### src/rtl/axis_compute_fifo_if.sv
`default_nettype none
// ============================================================================
// Module : axis_compute_fifo_if
// Brief  : One AXI-Stream channel (data, keep, last, valid/ready handshake).
// Rev    : 1.0  initial release
// ============================================================================
interface axis_compute_fifo_if #(
  parameter int TDATA_WIDTH = 64,
  parameter int TDATA_BYTES = 8
);
  logic [TDATA_WIDTH-1:0] tdata;
  logic [TDATA_BYTES-1:0] tkeep;
  logic                   tlast;
  logic                   tvalid;
  logic                   tready;

  modport master (output tdata, output tkeep, output tlast, output tvalid, input tready);
  modport slave  (input tdata, input tkeep, input tlast, input tvalid, output tready);
endinterface
`default_nettype wire

### src/rtl/axis_compute_fifo.sv
`default_nettype none
// ============================================================================
// Module : axis_compute_fifo
// Brief  : Byte-masked, mode-selected transform feeding a first-word-fall-through
//          FIFO, with a completed-output-packet counter.
// Rev    : 1.0  initial release
// ============================================================================
module axis_compute_fifo #(
  parameter int TDATA_WIDTH = 64,
  parameter int TDATA_BYTES = 8,
  parameter int DEPTH       = 16,
  parameter int LW          = $clog2(DEPTH) + 1
) (
  input  logic                s_axis_aclk,
  input  logic                s_axis_aresetn,
  output logic                m_axis_aclk,
  output logic                m_axis_aresetn,
  axis_compute_fifo_if.slave  s_axis,
  axis_compute_fifo_if.master m_axis,
  input  logic [1:0]          mode,
  output logic [LW-1:0]       fifo_level,
  output logic [15:0]         pkt_count,
  output logic [3:0]          leds_4bits_tri_o
);

  localparam int             HALF       = TDATA_WIDTH / 2;
  localparam int             PTR_W      = $clog2(DEPTH);
  localparam logic [LW-1:0]  FULL_LEVEL = LW'(DEPTH);

  localparam logic [1:0] MODE_PASS = 2'd0;
  localparam logic [1:0] MODE_ADD  = 2'd1;
  localparam logic [1:0] MODE_XOR  = 2'd2;

  logic [TDATA_WIDTH-1:0] kept;
  logic [TDATA_WIDTH-1:0] xformed;
  logic [TDATA_WIDTH:0]   mem [DEPTH];
  logic [PTR_W-1:0]       wr_ptr;
  logic [PTR_W-1:0]       rd_ptr;
  logic                   wr_en;
  logic                   rd_en;

  assign m_axis_aclk      = s_axis_aclk;
  assign m_axis_aresetn   = s_axis_aresetn;
  assign leds_4bits_tri_o = pkt_count[3:0];

  // tready looks only at the registered level, never at the downstream ready.
  assign s_axis.tready = s_axis_aresetn && (fifo_level != FULL_LEVEL);
  assign m_axis.tvalid = (fifo_level != '0);
  assign m_axis.tkeep  = '1;
  assign {m_axis.tlast, m_axis.tdata} = mem[rd_ptr];

  assign wr_en = s_axis.tvalid && s_axis.tready;
  assign rd_en = m_axis.tvalid && m_axis.tready;

  always_comb begin
    kept = '0;
    for (int i = 0; i < TDATA_BYTES; i++) begin
      if (s_axis.tkeep[i]) kept[8*i +: 8] = s_axis.tdata[8*i +: 8];
    end
  end

  always_comb begin
    xformed = '0;
    case (mode)
      MODE_PASS: xformed = kept;
      MODE_ADD:  xformed[HALF:0] = {1'b0, kept[TDATA_WIDTH-1:HALF]} + {1'b0, kept[HALF-1:0]};
      MODE_XOR:  xformed[HALF-1:0] = kept[TDATA_WIDTH-1:HALF] ^ kept[HALF-1:0];
      default: begin
        for (int i = 0; i < TDATA_BYTES; i++) begin
          xformed[8*i +: 8] = kept[8*(TDATA_BYTES-1-i) +: 8];
        end
      end
    endcase
  end

  // Storage carries no reset; the level counter alone decides what is valid.
  always_ff @(posedge s_axis_aclk) begin
    if (wr_en) mem[wr_ptr] <= {s_axis.tlast, xformed};
  end

  always_ff @(posedge s_axis_aclk or negedge s_axis_aresetn) begin
    if (!s_axis_aresetn) begin
      wr_ptr     <= '0;
      rd_ptr     <= '0;
      fifo_level <= '0;
      pkt_count  <= '0;
    end else begin
      if (wr_en) wr_ptr <= wr_ptr + PTR_W'(1);
      if (rd_en) rd_ptr <= rd_ptr + PTR_W'(1);
      case ({wr_en, rd_en})
        2'b10:   fifo_level <= fifo_level + LW'(1);
        2'b01:   fifo_level <= fifo_level - LW'(1);
        default: fifo_level <= fifo_level;
      endcase
      if (rd_en && m_axis.tlast) pkt_count <= pkt_count + 16'd1;
    end
  end

endmodule
`default_nettype wire
### src/flat_wrapper.sv
// flat-port wrapper written by rule: the top's interface ports become plain ports
module axis_compute_fifo_flat 
#(
  parameter int TDATA_WIDTH = 64,
  parameter int TDATA_BYTES = 8,
  parameter int DEPTH       = 16,
  parameter int LW          = $clog2(DEPTH) + 1
)
  (s_axis_aclk, s_axis_aresetn, m_axis_aclk, m_axis_aresetn, mode, fifo_level, pkt_count, leds_4bits_tri_o, s_axis_tdata, s_axis_tkeep, s_axis_tlast, s_axis_tvalid, s_axis_tready, m_axis_tdata, m_axis_tkeep, m_axis_tlast, m_axis_tvalid, m_axis_tready);
  axis_compute_fifo_if #(.TDATA_WIDTH(TDATA_WIDTH), .TDATA_BYTES(TDATA_BYTES)) s_axis_i ();
  axis_compute_fifo_if #(.TDATA_WIDTH(TDATA_WIDTH), .TDATA_BYTES(TDATA_BYTES)) m_axis_i ();
  input  logic s_axis_aclk;
  input  logic s_axis_aresetn;
  output logic m_axis_aclk;
  output logic m_axis_aresetn;
  input  logic [1:0] mode;
  output logic [LW-1:0] fifo_level;
  output logic [15:0] pkt_count;
  output logic [3:0] leds_4bits_tri_o;
  input wire logic [$bits(s_axis_i.tdata)-1:0] s_axis_tdata;
  input wire logic [$bits(s_axis_i.tkeep)-1:0] s_axis_tkeep;
  input wire logic [$bits(s_axis_i.tlast)-1:0] s_axis_tlast;
  input wire logic [$bits(s_axis_i.tvalid)-1:0] s_axis_tvalid;
  output wire logic [$bits(s_axis_i.tready)-1:0] s_axis_tready;
  output wire logic [$bits(m_axis_i.tdata)-1:0] m_axis_tdata;
  output wire logic [$bits(m_axis_i.tkeep)-1:0] m_axis_tkeep;
  output wire logic [$bits(m_axis_i.tlast)-1:0] m_axis_tlast;
  output wire logic [$bits(m_axis_i.tvalid)-1:0] m_axis_tvalid;
  input wire logic [$bits(m_axis_i.tready)-1:0] m_axis_tready;
  assign s_axis_i.tdata = s_axis_tdata;
  assign s_axis_i.tkeep = s_axis_tkeep;
  assign s_axis_i.tlast = s_axis_tlast;
  assign s_axis_i.tvalid = s_axis_tvalid;
  assign s_axis_tready = s_axis_i.tready;
  assign m_axis_tdata = m_axis_i.tdata;
  assign m_axis_tkeep = m_axis_i.tkeep;
  assign m_axis_tlast = m_axis_i.tlast;
  assign m_axis_tvalid = m_axis_i.tvalid;
  assign m_axis_i.tready = m_axis_tready;
  axis_compute_fifo #(.TDATA_WIDTH(TDATA_WIDTH), .TDATA_BYTES(TDATA_BYTES), .DEPTH(DEPTH), .LW(LW)) u_core (.s_axis_aclk(s_axis_aclk), .s_axis_aresetn(s_axis_aresetn), .m_axis_aclk(m_axis_aclk), .m_axis_aresetn(m_axis_aresetn), .s_axis(s_axis_i), .m_axis(m_axis_i), .mode(mode), .fifo_level(fifo_level), .pkt_count(pkt_count), .leds_4bits_tri_o(leds_4bits_tri_o));
endmodule
### config.mk
export PLATFORM = sky130hd
export DESIGN_NAME = axis_compute_fifo_flat
export DESIGN_NICKNAME = d
export VERILOG_FILES = /design/src/rtl/axis_compute_fifo_if.sv /design/src/rtl/axis_compute_fifo.sv /design/src/flat_wrapper.sv
export SDC_FILE = /design/constraint.sdc
export NUM_CORES = 1
export LEC_CHECK = 0
export ABC_CLOCK_PERIOD_IN_PS = 4900
export BUFFER_PORTS_ARGS = -buffer_cell sky130_fd_sc_hd__buf_2
export CELL_PAD_IN_SITES_DETAIL_PLACEMENT = 0
export CELL_PAD_IN_SITES_GLOBAL_PLACEMENT = 2
export CORE_MARGIN = 4
export CORE_UTILIZATION = 51
export DETAILED_ROUTE_END_ITERATION = 8
export HOLD_SLACK_MARGIN = 0.12
export PLACE_DENSITY_LB_ADDON = 0.1
export REMOVE_ABC_BUFFERS = 1
export SLEW_MARGIN = 30
export SYNTH_ARGS = -nofsm -noshare
export SYNTH_HDL_FRONTEND = slang
export SYNTH_SLANG_ARGS = --single-unit
### constraint.sdc
create_clock -name s_axis_aclk -period 4.9 [get_ports s_axis_aclk]
set_input_delay 0.49 -clock s_axis_aclk [delete_from_list [all_inputs] [get_ports s_axis_aclk]]
set_output_delay 0.49 -clock s_axis_aclk [all_outputs]
set_load 0.01 [all_outputs]
======== Yosys cells after proc, flatten, opt, wreduce, memory -nomap -nowiden ========
Memories as Yosys holds them, arrays and structs flattened.
Index checks and enable logic that the tools add are counted.
operators by class
  bitwise logic cells ..................... 1
  equal/unequal tests ..................... 5
  add/subtract/negate cells ............... 6
  reduce and logical (&&, ||, !) cells .... 8
  mux-type cells .......................... 14
operators by type and width
  kind                                               number
  case mux 32 bit (3 select lines)                   1
  two-way mux 8 bit                                  8
  case mux 31 bit (2 select lines)                   1
  adder 32 x 32 -> 33 bit                            1
  XOR 32 bit                                         1
  adder 16 x 1 -> 16 bit (second input constant)     1
  case mux 5 bit (2 select lines)                    1
  adder 4 x 1 -> 4 bit (second input constant)       2
  adder 5 x 1 -> 5 bit (second input constant)       1
  inequality test 5 bit (second input constant)      1
  nonzero test 5 bit                                 1
  subtractor 5 x 1 -> 5 bit (second input constant)  1
  == test 2 x 1 -> 1 bit (second input constant)     2
  == test 2 bit (second input constant)              2
  logical AND 1 bit                                  4
  case mux 1 bit (3 select lines)                    1
  logical NOT 2 bit                                  1
  two-way mux 1 bit                                  2
  nonzero test 2 bit                                 1
  OR reduction 2 bit                                 1
word-level totals
  word-level logic and storage cells ...... 39
  memories kept ........................... 1
  flip-flop bits (word level) ............. 29
  input bits .............................. 79
  memory bits (writable) .................. 1040
memories
  name        words  bits a word  rd ports  clocked after memory_dff  write ports  line                     RTL
  u_core.mem  16     65           1         0                         1            axis_compute_fifo.sv:36  logic [TDATA_WIDTH:0] mem [DEPTH];

======== Logic depth before layout (Yosys ltp) ========
  depth in word-level cells ............... 5
  gate-level depth with buffers ........... 15

==> flow_summary.ini <==
[outcome]
outcome = finished clean

[worst_setup_path]
worst_r2r_path_depth = 7
critPathTopFamily = multiplexers
endpoint_kind = output pin
r2r_slack_ns = 1.69
path_cells = buf_12 > buf_12 > mux4_2 > mux4_2 > buf_2
cp.required_ns = 4.41
crit_buf_inv = 3
r2r_end = u_core.mem[3][16]
crit_slowest_cell = dfrtp_4
reg2reg_from = u_core.fifo_level[0]
crit_arrival_ns = 3.43
worstPathMaxFanout = 42
cp_slowest_stage_delay_ns = 0.64
crit_path_start_kind = flop
critPathKind = flop to output pin

[finish]
final_core_util = 0.585
fin_cells = 3940
nNetsFinal = 2769
syn_to_final_growth_pct = 13.6
drive_gt1_frac = 0.291
fill_cells = 6567
final_common_cell = edfxtp_1
final_cell_mix = 1040 x edfxtp_1, 326 x mux4_2, 172 x buf_2

[logic_synthesis]
ys_ff_latch = 1069
synthArstFlopShare = 0.0271
yosys_most_used_dff = edfxtp_1
synth.distinct_cells = 86
avgSynthCellArea_um2 = 18.5
synth_edf_count = 1040
yosysSeqAreaShare = 0.701
yosysWarnings = 0
synthCells = 2470
synthesis.area_mm2 = 0.0456

[floorplan]
io_pins = 181
die_area_mm2 = 0.0943
initial_core_util = 0.515
die_w_um = 307
floorplan.rows = 109
core_area_mm2 = 0.0885
die_y_um = 307

[placement]
gp_congestion = 0.880
dpl_worst_slack_ns = 0.568
numPortBuffers = 172
dp_hpwl_mm = 70.1
dp.cells = 3718

[sta]
whs_ns = 0.170
report.final.slew_viol_count = 0
setup_viol = 0
max_slew.worst_pin.slew_ns = 0.852
period_minus_slack_ns = 3.92
max_freq_mhz = 255
worst_slack_ns = 0.977
period_share = 0.801
relSlewSlack = 0.432
rsz0062_at_grt = no
fin_tns_setup_ns = 0
hold_viol_final = 0
skew_ns = 0.0209

[grt]
grt_usage = 0.254
gr-total-overflow = 0
grt_pass1_vias = 24900
antenna_found_initial = 19
grt_max_degree = 82
grt_pass1_wl_mm = 173

[power]
p_sw_frac = 0.288
power_frac_seq = 0.416
internal_power_uw = 18900
p_leak_uw = 0.0171
clkPwrFrac = 0.297
comb_power_share = 0.287
power_switching_uw = 7640
power.density_mw_per_mm2 = 512
peakVddDrop_mv = 0.405

[routing]
ant_nets = 0
wl_per_cell_um = 30.0
drt-initial-drc-count = 2680
drtPass1Iterations = 8
dr_wl_met2_mm = 57.8
via_per_inst = 6.30
met1_length_mm = 49.7
post-route-drc-count = 0
top_layer_used = met5
route.met3.wl_mm = 8.42
vias = 24800
wl_mm = 118

[hold_path]
min_to = u_core.wr_ptr[0]
holdCritStartpoint = s_axis_tvalid
hp-class = primary input to flop
hold_depth = 3

[clocking]
postCtsSetupRepairBufs = 0
cts_tree = yes
worst_skew_pair.late_latency_ns = 0.80
clkTransAtPathRegs_ns = 0.06

[flow_run]
maxCapViolCount = 0
==> kinds of logic after synthesis <==
group | share of synthesized area
flip-flops | 0.701
adder cells (fa/ha/maj) | 0.00658
XOR/XNOR | 0.0133
AND/OR/NAND/NOR | 0.0450
other | 0.0000822
buffers and inverters | 0.0202
multiplexers | 0.162
AO/OA/AOI/OAI | 0.0517
==> cell usage after synthesis, drive strengths merged, types with 4 or more instances <==
cell | n | share of area
o21ai | 80 | 0.0088
nand2 | 150 | 0.013
a21oi | 81 | 0.0089
or3 | 8 | 0.0011
edfxtp | 1040 | 0.68
nand4 | 20 | 0.0031
a22o | 4 | 0.00077
clkbuf | 90 | 0.0074
dfrtp | 29 | 0.016
mux4 | 326 | 0.16
a22oi | 4 | 0.00066
nand3 | 32 | 0.0036
xor2 | 23 | 0.0044
nor4bb | 19 | 0.0042
a21o | 17 | 0.0028
or2 | 5 | 0.00069
a31oi | 26 | 0.0038
xnor2 | 46 | 0.0088
mux2i | 4 | 0.00088
a32o | 4 | 0.00088
o22ai | 42 | 0.0058
a21boi | 10 | 0.0016
a221oi | 5 | 0.00096
inv | 45 | 0.0037
o221ai | 6 | 0.0012
and2 | 38 | 0.0053
ha | 20 | 0.0055
a32oi | 6 | 0.0016
o211ai | 24 | 0.0043
nor2 | 66 | 0.0055
a211oi | 11 | 0.0019
a31o | 4 | 0.00077
nand4bb | 5 | 0.0012
buf | 81 | 0.0089
and3 | 14 | 0.0019
nor2b | 5 | 0.00069
nor3 | 28 | 0.0033
==> flip-flops by register name (all words and copies together), names as in the netlist <==
name and flops:
u_core.mem 1040, u_core.fifo_level 5, u_core.pkt_count 16, u_core.wr_ptr 4, u_core.rd_ptr 4
==> final cells by class <==
class / instances / area, um^2 / area share
Timing Repair Buffer: 249 / 1760 / 0.0340
Inverter: 47 / 176 / 0.00341
Tap cell: 1165 / 1460 / 0.0281
Clock inverter: 66 / 463 / 0.00894
Antenna cell: 17 / 42.5 / 0.000821
Sequential cell: 1069 / 32000 / 0.617
Multi-Input combinational cell: 1190 / 13000 / 0.251
Clock buffer: 137 / 2940 / 0.0568
==> stage by stage <==
step,area (um^2),power (uW)
after floorplan,44900,16300
after detailed placement,48200,19000
after CTS,51700,26900
after global placement,48100,19000
final,51800,26500
after global routing,51800,27700
==> routing by layer <==
metal | global-route usage | vias up
met5 | 0 | -
met4 | 0.0630 | 4
met3 | 0.0409 | 148
met2 | 0.413 | 974
met1 | 0.367 | 13100
li1 | - | 10600
==> tightest hold or removal path: cells and delay by family <==
family	cells	cell delay, ns
simple gates	1	0.27
xor+xnor	1	0.10
buf+inv	1	0.07
==> worst max-delay path by stage <==
stage | startpoint | to | slack [ns] | cells past startpoint
final | u_core.rd_ptr[0] | m_axis_tdata[15] | 0.98 | 5
after CTS | u_core.rd_ptr[0] | m_axis_tdata[17] | 0.87 | 5
after detailed placement | s_axis_tkeep[0] | u_core.mem[5][14] | 0.57 | 13
after global placement | s_axis_tkeep[0] | u_core.mem[6][14] | 0.70 | 14
after floorplan | u_core.rd_ptr[0] | u_core.pkt_count[12] | -7.24 | 7
after global routing | u_core.rd_ptr[0] | m_axis_tdata[15] | 0.78 | 5
==> power by group through the flow <==
stage / clock [uW] / combinational (uW) / sequential [uW]
after floorplan: 0 / 4590 / 11700
after global placement: 12.3 / 7750 / 11200
after detailed placement: 12.3 / 7800 / 11200
after CTS: 8020 / 7810 / 11000
after global routing: 8450 / 8160 / 11100
final: 7880 / 7620 / 11000
==> timing repair <==
action | 4_1_cts | 5_1_grt
resized for setup | 0 | 0
hold buffers | 3 | 0
hold endpoints to repair | 47 | 0
Note: power is estimated with default switching activity, not from simulation.
